<file path="config.mk">
export PLATFORM = sky130hd
export DESIGN_NAME = idex_stage_flat
export DESIGN_NICKNAME = d
export VERILOG_FILES = /design/src/rtl/idex_stage_if.sv /design/src/rtl/idex_stage.sv /design/src/flat_wrapper.sv
export SDC_FILE = /design/constraint.sdc
export NUM_CORES = 1
export LEC_CHECK = 0
export BUFFER_PORTS_ARGS = -buffer_cell sky130_fd_sc_hd__buf_2
export CORE_AREA = 2 2 106 108
export CTS_CLUSTER_SIZE = 20
export DETAILED_ROUTE_END_ITERATION = 10
export DIE_AREA = 0 0 108 110
export PLACE_DENSITY = 0.91
export SLEW_MARGIN = 20
export SYNTH_ARGS = -nofsm -noshare
export SYNTH_HDL_FRONTEND = slang
export SYNTH_SLANG_ARGS = --single-unit
</file>
<file path="constraint.sdc">
create_clock -name clk -period 5.79 [get_ports clk]
set_clock_uncertainty 0.2 [all_clocks]
set_input_delay 1.158 -clock clk [delete_from_list [all_inputs] [get_ports clk]]
set_output_delay 1.158 -clock clk [all_outputs]
set_load 0.005 [all_outputs]
</file>
<file path="src/rtl/idex_stage_if.sv">
// idex_stage_if: decode-to-execute bundle; master drives D-stage/M-stage inputs, slave (idex_stage) drives E-stage regs and stalls
interface idex_stage_if;
  logic        RegWriteD, MemtoRegD, MemWriteD, ALUSrcD, RegDstD, BranchD, FlushE;
  logic [2:0]  ALUControlD;
  logic [31:0] RD1D, RD2D, SignImmD;
  logic [4:0]  RsD, RtD, RdD;
  logic        MemtoRegM;
  logic [4:0]  WriteRegM;
  logic        RegWriteE, MemtoRegE, MemWriteE, ALUSrcE, RegDstE, ValidE;
  logic [2:0]  ALUControlE;
  logic [31:0] RD1E, RD2E, SignImmE;
  logic [4:0]  RsE, RtE, RdE, WriteRegE;
  logic        StallF, StallD;
  logic [15:0] StallCount;
  modport slave (
    input  RegWriteD, MemtoRegD, MemWriteD, ALUSrcD, RegDstD, BranchD, FlushE, ALUControlD,
           RD1D, RD2D, SignImmD, RsD, RtD, RdD, MemtoRegM, WriteRegM,
    output RegWriteE, MemtoRegE, MemWriteE, ALUSrcE, RegDstE, ValidE, ALUControlE,
           RD1E, RD2E, SignImmE, RsE, RtE, RdE, WriteRegE, StallF, StallD, StallCount
  );
  modport master (
    output RegWriteD, MemtoRegD, MemWriteD, ALUSrcD, RegDstD, BranchD, FlushE, ALUControlD,
           RD1D, RD2D, SignImmD, RsD, RtD, RdD, MemtoRegM, WriteRegM,
    input  RegWriteE, MemtoRegE, MemWriteE, ALUSrcE, RegDstE, ValidE, ALUControlE,
           RD1E, RD2E, SignImmE, RsE, RtE, RdE, WriteRegE, StallF, StallD, StallCount
  );
endinterface

</file>
<file path="src/rtl/idex_stage.sv">
// idex_stage: ID/EX pipeline register with load-use/branch hazard stall, bubble injection and saturating stall counter; ports clk, reset, idex_stage_if.slave b
module idex_stage (
  input logic         clk,
  input logic         reset,
  idex_stage_if.slave b
);
  logic lwstall, hit_e, hit_m, stall;
  assign b.WriteRegE = b.RegDstE ? b.RdE : b.RtE;
  always_comb begin
    lwstall = b.ValidE & b.MemtoRegE &
              ((b.RtE == b.RsD && b.RsD != 5'd0) | (b.RtE == b.RtD && b.RtD != 5'd0));
    hit_e   = b.ValidE & b.RegWriteE &
              ((b.WriteRegE == b.RsD && b.RsD != 5'd0) | (b.WriteRegE == b.RtD && b.RtD != 5'd0));
    hit_m   = b.MemtoRegM &
              ((b.WriteRegM == b.RsD && b.RsD != 5'd0) | (b.WriteRegM == b.RtD && b.RtD != 5'd0));
    stall   = !reset & (lwstall | (b.BranchD & (hit_e | hit_m)));
  end
  assign b.StallF = stall;
  assign b.StallD = stall;
  // reset and bubble both clear the whole E register
  always_ff @(posedge clk) begin
    if (reset || stall || b.FlushE) begin
      b.RegWriteE   <= 1'b0;
      b.MemtoRegE   <= 1'b0;
      b.MemWriteE   <= 1'b0;
      b.ALUSrcE     <= 1'b0;
      b.RegDstE     <= 1'b0;
      b.ALUControlE <= 3'd0;
      b.RD1E        <= 32'd0;
      b.RD2E        <= 32'd0;
      b.SignImmE    <= 32'd0;
      b.RsE         <= 5'd0;
      b.RtE         <= 5'd0;
      b.RdE         <= 5'd0;
      b.ValidE      <= 1'b0;
    end else begin
      b.RegWriteE   <= b.RegWriteD;
      b.MemtoRegE   <= b.MemtoRegD;
      b.MemWriteE   <= b.MemWriteD;
      b.ALUSrcE     <= b.ALUSrcD;
      b.RegDstE     <= b.RegDstD;
      b.ALUControlE <= b.ALUControlD;
      b.RD1E        <= b.RD1D;
      b.RD2E        <= b.RD2D;
      b.SignImmE    <= b.SignImmD;
      b.RsE         <= b.RsD;
      b.RtE         <= b.RtD;
      b.RdE         <= b.RdD;
      b.ValidE      <= 1'b1;
    end
  end
  always_ff @(posedge clk) begin
    if (reset) b.StallCount <= 16'd0;
    else if (stall && b.StallCount != 16'hffff) b.StallCount <= b.StallCount + 16'd1;
  end
endmodule
</file>
<file path="src/flat_wrapper.sv">
// flat-port wrapper written by rule: the top's interface ports become plain ports
module idex_stage_flat 
  (clk, reset, b_RegWriteD, b_MemtoRegD, b_MemWriteD, b_ALUSrcD, b_RegDstD, b_BranchD, b_FlushE, b_ALUControlD, b_RD1D, b_RD2D, b_SignImmD, b_RsD, b_RtD, b_RdD, b_MemtoRegM, b_WriteRegM, b_RegWriteE, b_MemtoRegE, b_MemWriteE, b_ALUSrcE, b_RegDstE, b_ValidE, b_ALUControlE, b_RD1E, b_RD2E, b_SignImmE, b_RsE, b_RtE, b_RdE, b_WriteRegE, b_StallF, b_StallD, b_StallCount);
  idex_stage_if b_i ();
  input logic clk;
  input logic reset;
  input wire logic [$bits(b_i.RegWriteD)-1:0] b_RegWriteD;
  input wire logic [$bits(b_i.MemtoRegD)-1:0] b_MemtoRegD;
  input wire logic [$bits(b_i.MemWriteD)-1:0] b_MemWriteD;
  input wire logic [$bits(b_i.ALUSrcD)-1:0] b_ALUSrcD;
  input wire logic [$bits(b_i.RegDstD)-1:0] b_RegDstD;
  input wire logic [$bits(b_i.BranchD)-1:0] b_BranchD;
  input wire logic [$bits(b_i.FlushE)-1:0] b_FlushE;
  input wire logic [$bits(b_i.ALUControlD)-1:0] b_ALUControlD;
  input wire logic [$bits(b_i.RD1D)-1:0] b_RD1D;
  input wire logic [$bits(b_i.RD2D)-1:0] b_RD2D;
  input wire logic [$bits(b_i.SignImmD)-1:0] b_SignImmD;
  input wire logic [$bits(b_i.RsD)-1:0] b_RsD;
  input wire logic [$bits(b_i.RtD)-1:0] b_RtD;
  input wire logic [$bits(b_i.RdD)-1:0] b_RdD;
  input wire logic [$bits(b_i.MemtoRegM)-1:0] b_MemtoRegM;
  input wire logic [$bits(b_i.WriteRegM)-1:0] b_WriteRegM;
  output wire logic [$bits(b_i.RegWriteE)-1:0] b_RegWriteE;
  output wire logic [$bits(b_i.MemtoRegE)-1:0] b_MemtoRegE;
  output wire logic [$bits(b_i.MemWriteE)-1:0] b_MemWriteE;
  output wire logic [$bits(b_i.ALUSrcE)-1:0] b_ALUSrcE;
  output wire logic [$bits(b_i.RegDstE)-1:0] b_RegDstE;
  output wire logic [$bits(b_i.ValidE)-1:0] b_ValidE;
  output wire logic [$bits(b_i.ALUControlE)-1:0] b_ALUControlE;
  output wire logic [$bits(b_i.RD1E)-1:0] b_RD1E;
  output wire logic [$bits(b_i.RD2E)-1:0] b_RD2E;
  output wire logic [$bits(b_i.SignImmE)-1:0] b_SignImmE;
  output wire logic [$bits(b_i.RsE)-1:0] b_RsE;
  output wire logic [$bits(b_i.RtE)-1:0] b_RtE;
  output wire logic [$bits(b_i.RdE)-1:0] b_RdE;
  output wire logic [$bits(b_i.WriteRegE)-1:0] b_WriteRegE;
  output wire logic [$bits(b_i.StallF)-1:0] b_StallF;
  output wire logic [$bits(b_i.StallD)-1:0] b_StallD;
  output wire logic [$bits(b_i.StallCount)-1:0] b_StallCount;
  assign b_i.RegWriteD = b_RegWriteD;
  assign b_i.MemtoRegD = b_MemtoRegD;
  assign b_i.MemWriteD = b_MemWriteD;
  assign b_i.ALUSrcD = b_ALUSrcD;
  assign b_i.RegDstD = b_RegDstD;
  assign b_i.BranchD = b_BranchD;
  assign b_i.FlushE = b_FlushE;
  assign b_i.ALUControlD = b_ALUControlD;
  assign b_i.RD1D = b_RD1D;
  assign b_i.RD2D = b_RD2D;
  assign b_i.SignImmD = b_SignImmD;
  assign b_i.RsD = b_RsD;
  assign b_i.RtD = b_RtD;
  assign b_i.RdD = b_RdD;
  assign b_i.MemtoRegM = b_MemtoRegM;
  assign b_i.WriteRegM = b_WriteRegM;
  assign b_RegWriteE = b_i.RegWriteE;
  assign b_MemtoRegE = b_i.MemtoRegE;
  assign b_MemWriteE = b_i.MemWriteE;
  assign b_ALUSrcE = b_i.ALUSrcE;
  assign b_RegDstE = b_i.RegDstE;
  assign b_ValidE = b_i.ValidE;
  assign b_ALUControlE = b_i.ALUControlE;
  assign b_RD1E = b_i.RD1E;
  assign b_RD2E = b_i.RD2E;
  assign b_SignImmE = b_i.SignImmE;
  assign b_RsE = b_i.RsE;
  assign b_RtE = b_i.RtE;
  assign b_RdE = b_i.RdE;
  assign b_WriteRegE = b_i.WriteRegE;
  assign b_StallF = b_i.StallF;
  assign b_StallD = b_i.StallD;
  assign b_StallCount = b_i.StallCount;
  idex_stage u_core (.clk(clk), .reset(reset), .b(b_i));
endmodule
</file>
==> results of run 1 <==
==> flip-flops by register name, summed over array words and instances (netlist names), 3 cells and up <==
signal                cells
u_core.b.RD2E            32
u_core.b.StallCount      16
u_core.b.RsE              5
u_core.b.RdE              5
u_core.b.RD1E            32
u_core.b.RtE              5
u_core.b.SignImmE        32
u_core.b.ALUControlE      3
==> synthesized netlist by cell type <==
library cell,number,share of area [%]
o21ai_1,1,0.11
o21ai_0,2,0.22
o31ai_1,11,1.8
and2_1,119,16
o211ai_1,2,0.33
a21oi_1,15,1.6
buf_4,3,0.49
nor3_1,4,0.44
buf_2,3,0.33
o22ai_1,1,0.14
and3_1,7,0.96
a41o_1,1,0.22
or4_1,13,2.1
ha_1,1,0.27
clkbuf_2,10,1.1
inv_1,10,0.82
buf_6,2,0.49
nand4_1,3,0.41
mux2i_2,5,1.5
nand2_1,4,0.33
nand3_1,16,1.8
dfxtp_1,136,60
xor2_1,4,0.77
or3_1,1,0.14
a211oi_1,2,0.33
clkbuf_1,4,0.33
buf_1,2,0.16
a41oi_1,1,0.19
a31oi_1,1,0.14
xnor2_1,26,5.0
nor2_1,7,0.58
nor4_1,5,0.69
==> kinds of logic after synthesis <==
family | synth area share [%]
mux | 1.511
compound gates | 5.137
xor+xnor | 5.769
buf+inv | 3.736
flops | 59.78
simple gates | 23.79
fa+ha+maj | 0.2747
==> area by class of cell <==
| class | count | area [um^2] |
|---|---|---|
| Clock buffer | 22 | 483.0 |
| Clock inverter | 10 | 92.59 |
| Fill cell | 901 | 4130 |
| Tap cell | 140 | 175.2 |
| Sequential cell | 136 | 2723 |
| Timing Repair Buffer | 274 | 1379 |
| Inverter | 10 | 37.54 |
| Multi-Input combinational cell | 252 | 1678 |
==> where the power goes <==
part	switching, mW	internal, mW	total (mW)
sequential	0.0134	0.971	0.985
clock	0.390	0.626	1.02
combinational	0.0702	0.0880	0.158
==> worst paths after layout <==
kind / start / end / slack, ps / depth (start not counted)
max: b_RtD[1] / b_StallF / 1460 / 9
min reg2reg: u_core.b.StallCount[15]$_SDFFE_PP0P_ / u_core.b.StallCount[15]$_SDFFE_PP0P_ / 270 / 2
min: u_core.b.StallCount[15]$_SDFFE_PP0P_ / u_core.b.StallCount[15]$_SDFFE_PP0P_ / 270 / 2
max reg2reg: u_core.b.RegDstE$_SDFF_PP0_ / u_core.b.RD2E[0]$_SDFF_PP0_ / 2700 / 8
==> through the flow <==
stage          power (mW)  hold slack (ps)  std cells  utilization [%]
4_1_cts             2.184            277.9        844            61.39
2_1_floorplan       1.071            263.4        422                -
3_3_place_gp        1.157            259.2        812            55.95
5_1_grt             2.248            298.5        844            61.39
6_report            2.159            272.5        844            61.39
3_5_place_dp        1.163            269.8        812            56.01
==> worst max-delay path: stages <==
cell      delay [ps]
buf_2            150
or4_1            560
o211ai_1         180
o22ai_1          110
a31oi_1          220
a41o_1           120
buf_4            260
nor2_1            80
buf_2            140
==> metal layers <==
metal / part of all wire [%] / routed length (um) / up-vias / global-route usage (%)
li1: - / - / 1925 / -
met1: 37 / 4508 / 1829 / 20.60
met2: 53 / 6521 / 188 / 36.79
met3: 8.1 / 992 / 19 / 7.584
met4: 2.0 / 248 / 0 / 8.791
met5: 0 / 0 / - / 0
==> impl_results.md, run 1 <==
* Run status: completed
* Cell area after layout at 6568 um^2
* Commonest non-fill, non-tap cell in the layout: buf_2
* CP Launch Type: input pin
* Root Driver: clkbuf_8
* Total negative slack at 0 ps
* Yosys warns at 0
* Global-route wire length before repair at roughly 18000 um
* Final Hold Fails at 0
* Fin crit share at 74.73%
* Syn Area/Cell at 10.79 um^2
* Setup crit end kind: primary output
* Area Overhead vs Synth at 44.20%
* Initial antenna violation count at 0
* Lkg Pwr at ~3.3 nW
* Netlist cell types at 32
* Skew-Pair Late Insertion Delay at 510 ps
* Crit path setup slack, layout at approximately 1500 ps
* Post_cts resized at 0
* RSZ-0062 raised after global routing: false
* Remaining DRCs at 0
* Die area at 11880 um^2
* Longest Clk Path Bufs at 2
* Slew margin rel. at 44.14%
* Vias per cell at 4.693
* Final ANT Viol Nets at 0
* Vias in the first global route at 3854
* Post-DP Area at about 6000 um^2
* CTS buffer count at 17
* Critical Path Fanout Max at 29
* Syn_nets at 552
* Inserted Diodes at 0
* Register area share after synthesis at 59.78%
* Place WS at 1462 ps
* Rows at 38
* Port buffer count at about 270
* Routability cong. at 0.8612
* WP data required at roughly 4400 ps
* GRT overflow at 0
* Min cycle time layout at between 4000 and 5000 ps
* Pin count of the biggest net entering global routing at between 70 and 80
* CTS tree: done
* Die Ht at about 110 um
* Setup Crit Path Kind: input pin to primary output
* Initial DRT Pass Iterations at 5
* Core area at 10700 um^2
* Share of cells above drive strength 1 at around 44%
* Peak supply drop at 253.1 uV
* Post-CTS Setup Repair Bufs at 0
* Max Clk Rate at around 0.23 GHz
* Detailed Place HPWL at 9002 um
* Flops & latches, synth at 136
* Tightest Pin Transition at 835.2 ps
* Max cap viols at 0
* Hold/Removal Path Class: flop to flop
* Cts hold-fix bufs at 0
* Fin. max-slew vios at 0
* Total global-route track usage at 20.15%
* Initial DRC Count at 173
* Clock sink count at 136
* H-tree Lvls at 4
* Die extent in x at 108 um
* Netlist Area Pre-Place at between 4000 and 5000 um^2
* # IOs at approximately 270
* Pwr Density at 328.7 nW/um^2
* Avg WL per Cell at 14.54 um
* Setup violators final at 0
* Vias at 3961
* Worst path arrival time at 2970 ps
* Initial Util at 42.57%
* Most frequent cells in the layout: buf_2, dfxtp_1, and2_1
* Clock-pin slew on the worst setup and hold paths at ~60 ps
* Layout net count at a little over 800
* Final WL at 12270 um
* Mapped Cells at 422
Power figures use the tool's default switching activity.
==> run 2, diff against run 1 <==
- ABC_AREA: default -> 1
- CORE_AREA: 2 2 106 108 -> default
- CORE_UTILIZATION: default -> 45
- DIE_AREA: 0 0 108 110 -> default
- PLACE_DENSITY: 0.91 -> 0.92
- clock period: 5.79 -> 4.45 ns (I/O delays scaled with it)
==> impl_results.md, run 2 <==
* Run status: completed
* Netlist Area Pre-Place at 5205 um^2 (+14%)
* Vias in the first global route at 4397 (+14%)
* Post-synthesis xor/xnor area fraction at 3.197% (-2.6 points)
* Regs by FF count: u_core.b.RD1E (32), u_core.b.RD2E (32), u_core.b.SignImmE (32)
* Worst path arrival time at 2370 ps (-600 ps)
* Pin count of the biggest net entering global routing at 39 (-45%)
* Top cells by instance count after synthesis: inv_1, dfxtp_1, nor2_2
* Skew-Pair Late Insertion Delay at 400 ps (-110 ps)
* Final ANT Viol Nets at 0 (unchanged)
* Total global-route track usage at 21.86% (+1.7 points)
* GRT overflow at 0 (unchanged)
* Vias per cell at 4.440 (-5.4%)
* Netlist cell types at 28 (-13%)
* Async set-reset flop share out of synthesis at 0% (unchanged)
* Crit path setup slack, layout at 988.4 ps (-474.7 ps)
* Port buffer count at 271 (unchanged)
* Tightest Pin Transition at 601.5 ps (-233.7 ps)
* # IOs at 272 (unchanged)
* Routability cong. at 0.9820 (+14%)
* Slew margin rel. at 59.86% (+16 points)
* Core area at 11030 um^2 (+3.1%)
* Avg WL per Cell at 12.13 um (-17%)
* Post_cts resized at 0 (unchanged)
* CP most frequent cell: nand2_1
* Hold/Removal Path Class: flop to flop
* Max Clk Rate at 0.2889 GHz
* Area contributors post-synth: dfxtp_1, nor2_2, inv_1
* Adder-cell share of the synthesized area at 0.2404% (-0.034 points)
* Mapped Cells at 634 (+50%)
* Flops & latches, synth at 136 (unchanged)
* Syn_nets at 764 (+38%)
* Die extent in x at 109.6 um (+1.4%)
* WP data required at 3360 ps (-1070 ps)
* Setup Crit Path Kind: flop to primary output
* Family with the most delay on the worst path: simple AND/OR/NAND/NOR gates
* Most frequent cells in the layout: buf_2, inv_1, dfxtp_1
* Commonest non-fill, non-tap cell in the layout: buf_2
* Worst path slowest cell: dfxtp_1
* Largest family of logic cells by synthesized area: simple AND/OR/NAND/NOR gates
* Syn Area/Cell at 8.210 um^2 (-24%)
* Place WS at 1041 ps (-421.1 ps)
* Final WL at 12880 um (+5.0%)
* Peak supply drop at 403.3 uV (+59%)
* Cell taking the most area after synthesis: dfxtp_1
* Min cycle time layout at 3462 ps
* Buf+Inv Stages, Crit Path at 2 (-1)
* Inserted Diodes at 0 (unchanged)
* Root Driver: clkbuf_16
* Remaining DRCs at 0 (unchanged)
* Area fraction of the dominant cell type after synthesis at 52.31% (-7.5 points)
* Global-route wire length before repair at 19800 um (+8.8%)
* Lkg Pwr at 4.119 nW (+26%)
* Yosys warns at 0 (unchanged)
* Critical Path Fanout Max at 10 (-66%)
* Clock sink count at 136 (unchanged)
* Synth Area in Simple Gates at 28.46% (+4.7 points)
* RSZ-0062 raised after global routing: false
* Vias at 4715 (+19%)
* Initial antenna violation count at 0 (unchanged)
* Die Ht at 109.6 um (-0.41%)
* Initial DRT Pass Iterations at 5 (unchanged)
* Rows at 38 (unchanged)
* CTS buffer count at 17 (unchanged)
* Setup crit end kind: primary output
* Max cap viols at 0 (unchanged)
* CP Launch Type: flop
* Clock-pin slew on the worst setup and hold paths at 60 ps (about the same)
* EDFF count, synth at 0 (unchanged)
* Slowest stage delay, CP at 560 ps (about the same)
* Cts hold-fix bufs at 0 (unchanged)
* Area Overhead vs Synth at 37.36%
* CTS tree: done
* Post-CTS Setup Repair Bufs at 0 (unchanged)
* Detailed Place HPWL at 9896 um (+9.9%)
* Crit path cell chain: inv_4 -> nand2_2 -> nand2_1 -> nand2_1 -> nand2_1 -> nor2_1 -> nand3_1 -> nand2_1 -> nand2_1 -> nand2_1 -> nand2_2 -> a21oi_1 -> buf_2
* Longest Clk Path Bufs at 2 (unchanged)
* Ys flop type: dfxtp_1
* Setup violators final at 0 (unchanged)
* Total negative slack at 0 ps (unchanged)
* Compound-Gate Fraction of Synth Area at 1.226% (-3.9 points)
* Final Hold Fails at 0 (unchanged)
* H-tree Lvls at 4 (unchanged)
* Initial Util at 47.19% (+4.6 points)
* Fin crit share at 77.79%
* Initial DRC Count at 288 (+66%)
* Pwr Density at 398.7 nW/um^2 (+21%)
* Layout net count at 1039 (+27%)
* Post-synthesis mux area share at 0% (-1.5 points)
* Filler Cell Count at 922 (+2.3%)
* Share of cells above drive strength 1 at 45.55% (+1.1 points)
* Die area at 12000 um^2 (+1.0%)
* Register area share after synthesis at 52.31% (-7.5 points)
* Most numerous cell in the Yosys netlist: inv_1
* Fin. max-slew vios at 0 (unchanged)
## run 2: cell types whose count changed after synthesis, moves of 9 or more
cell      previous run  this run
and2_1             119         0
buf_8                0         9
clkbuf_2            10         0
inv_1               10       144
nand2_1              4        83
nand2_2              0         9
nand3_1             16        36
nor2_1               7        58
nor2_2               0       100
o31ai_1             11         0
or4_1               13         0
xnor2_1             26        12
## run 2: path summary, 6_finish.rpt
check | startpoint | end | slack, ps | depth (start not counted)
worst max-delay path | u_core.b.RegDstE$_SDFF_PP0_ | b_StallD | 990 | 13
worst max register to register | u_core.b.RegDstE$_SDFF_PP0_ | u_core.b.SignImmE[21]$_SDFF_PP0_ | 1310 | 16
worst min-delay path | u_core.b.StallCount[5]$_SDFFE_PP0P_ | u_core.b.StallCount[5]$_SDFFE_PP0P_ | 320 | 2
worst min register to register | u_core.b.StallCount[5]$_SDFFE_PP0P_ | u_core.b.StallCount[5]$_SDFFE_PP0P_ | 320 | 2
## run 2: cells by family after synthesis
kind of cell,after synthesis
buffers and inverters,166
adders and majority gates,1
and+or+nand+nor,300
xor gates and xnor gates,19
AOI/OAI and AO/OA,12
DFF,136
## run 2: through the flow
stage / std cells / instance area (um^2) / power, mW / utilization [%] / hold WS [ps]
floorplan: 634 / 5205 / 1.444 / - / 288.4
global placement: 1030 / 6585 / 1.559 / 59.70 / 296.8
detailed placement: 1030 / 6585 / 1.567 / 59.70 / 305.5
CTS: 1062 / 7149 / 2.875 / 64.81 / 320.3
global route: 1062 / 7149 / 2.966 / 64.81 / 356.9
finish: 1062 / 7149 / 2.850 / 64.81 / 324.6
## run 2: final cells by class
type / instances / area, um^2 / share of cell area, %
Clock buffer: 19 / 452.9 / 6.335
Clock inverter: 13 / 111.4 / 1.558
Inverter: 148 / 558.0 / 7.805
Multi-Input combinational cell: 332 / 1738 / 24.31
Sequential cell: 136 / 2723 / 38.08
Tap cell: 140 / 175.2 / 2.450
Timing Repair Buffer: 274 / 1391 / 19.46
## run 2: routing by layer
layer	GRT usage [%]	wire length (um)
met4	10.29	315
met5	0	0
met1	22.14	4771
met2	40.12	6695
met3	7.410	1099
## run 2: worst reg2reg max path, stage by stage, from the launching register on
cell	delay [ps]
dfxtp_1	560
inv_4	130
nand2_2	110
nand2_1	80
nand2_1	60
nand2_1	50
nor2_1	150
nand3_1	120
nand2_1	80
nand2_1	50
nand2_1	90
nand2_2	70
nand2_2	330
nor2_2	130
nand2_8	270
buf_4	460
nor2_1	80
## run 2: where the power goes
| group | internal (mW) | switching, mW | total [mW] |
|---|---|---|---|
| clock network | 0.757 | 0.553 | 1.31 |
| logic | 0.118 | 0.142 | 0.260 |
| registers | 1.26 | 0.0171 | 1.28 |
| total | 2.14 | 0.712 | 2.85 |
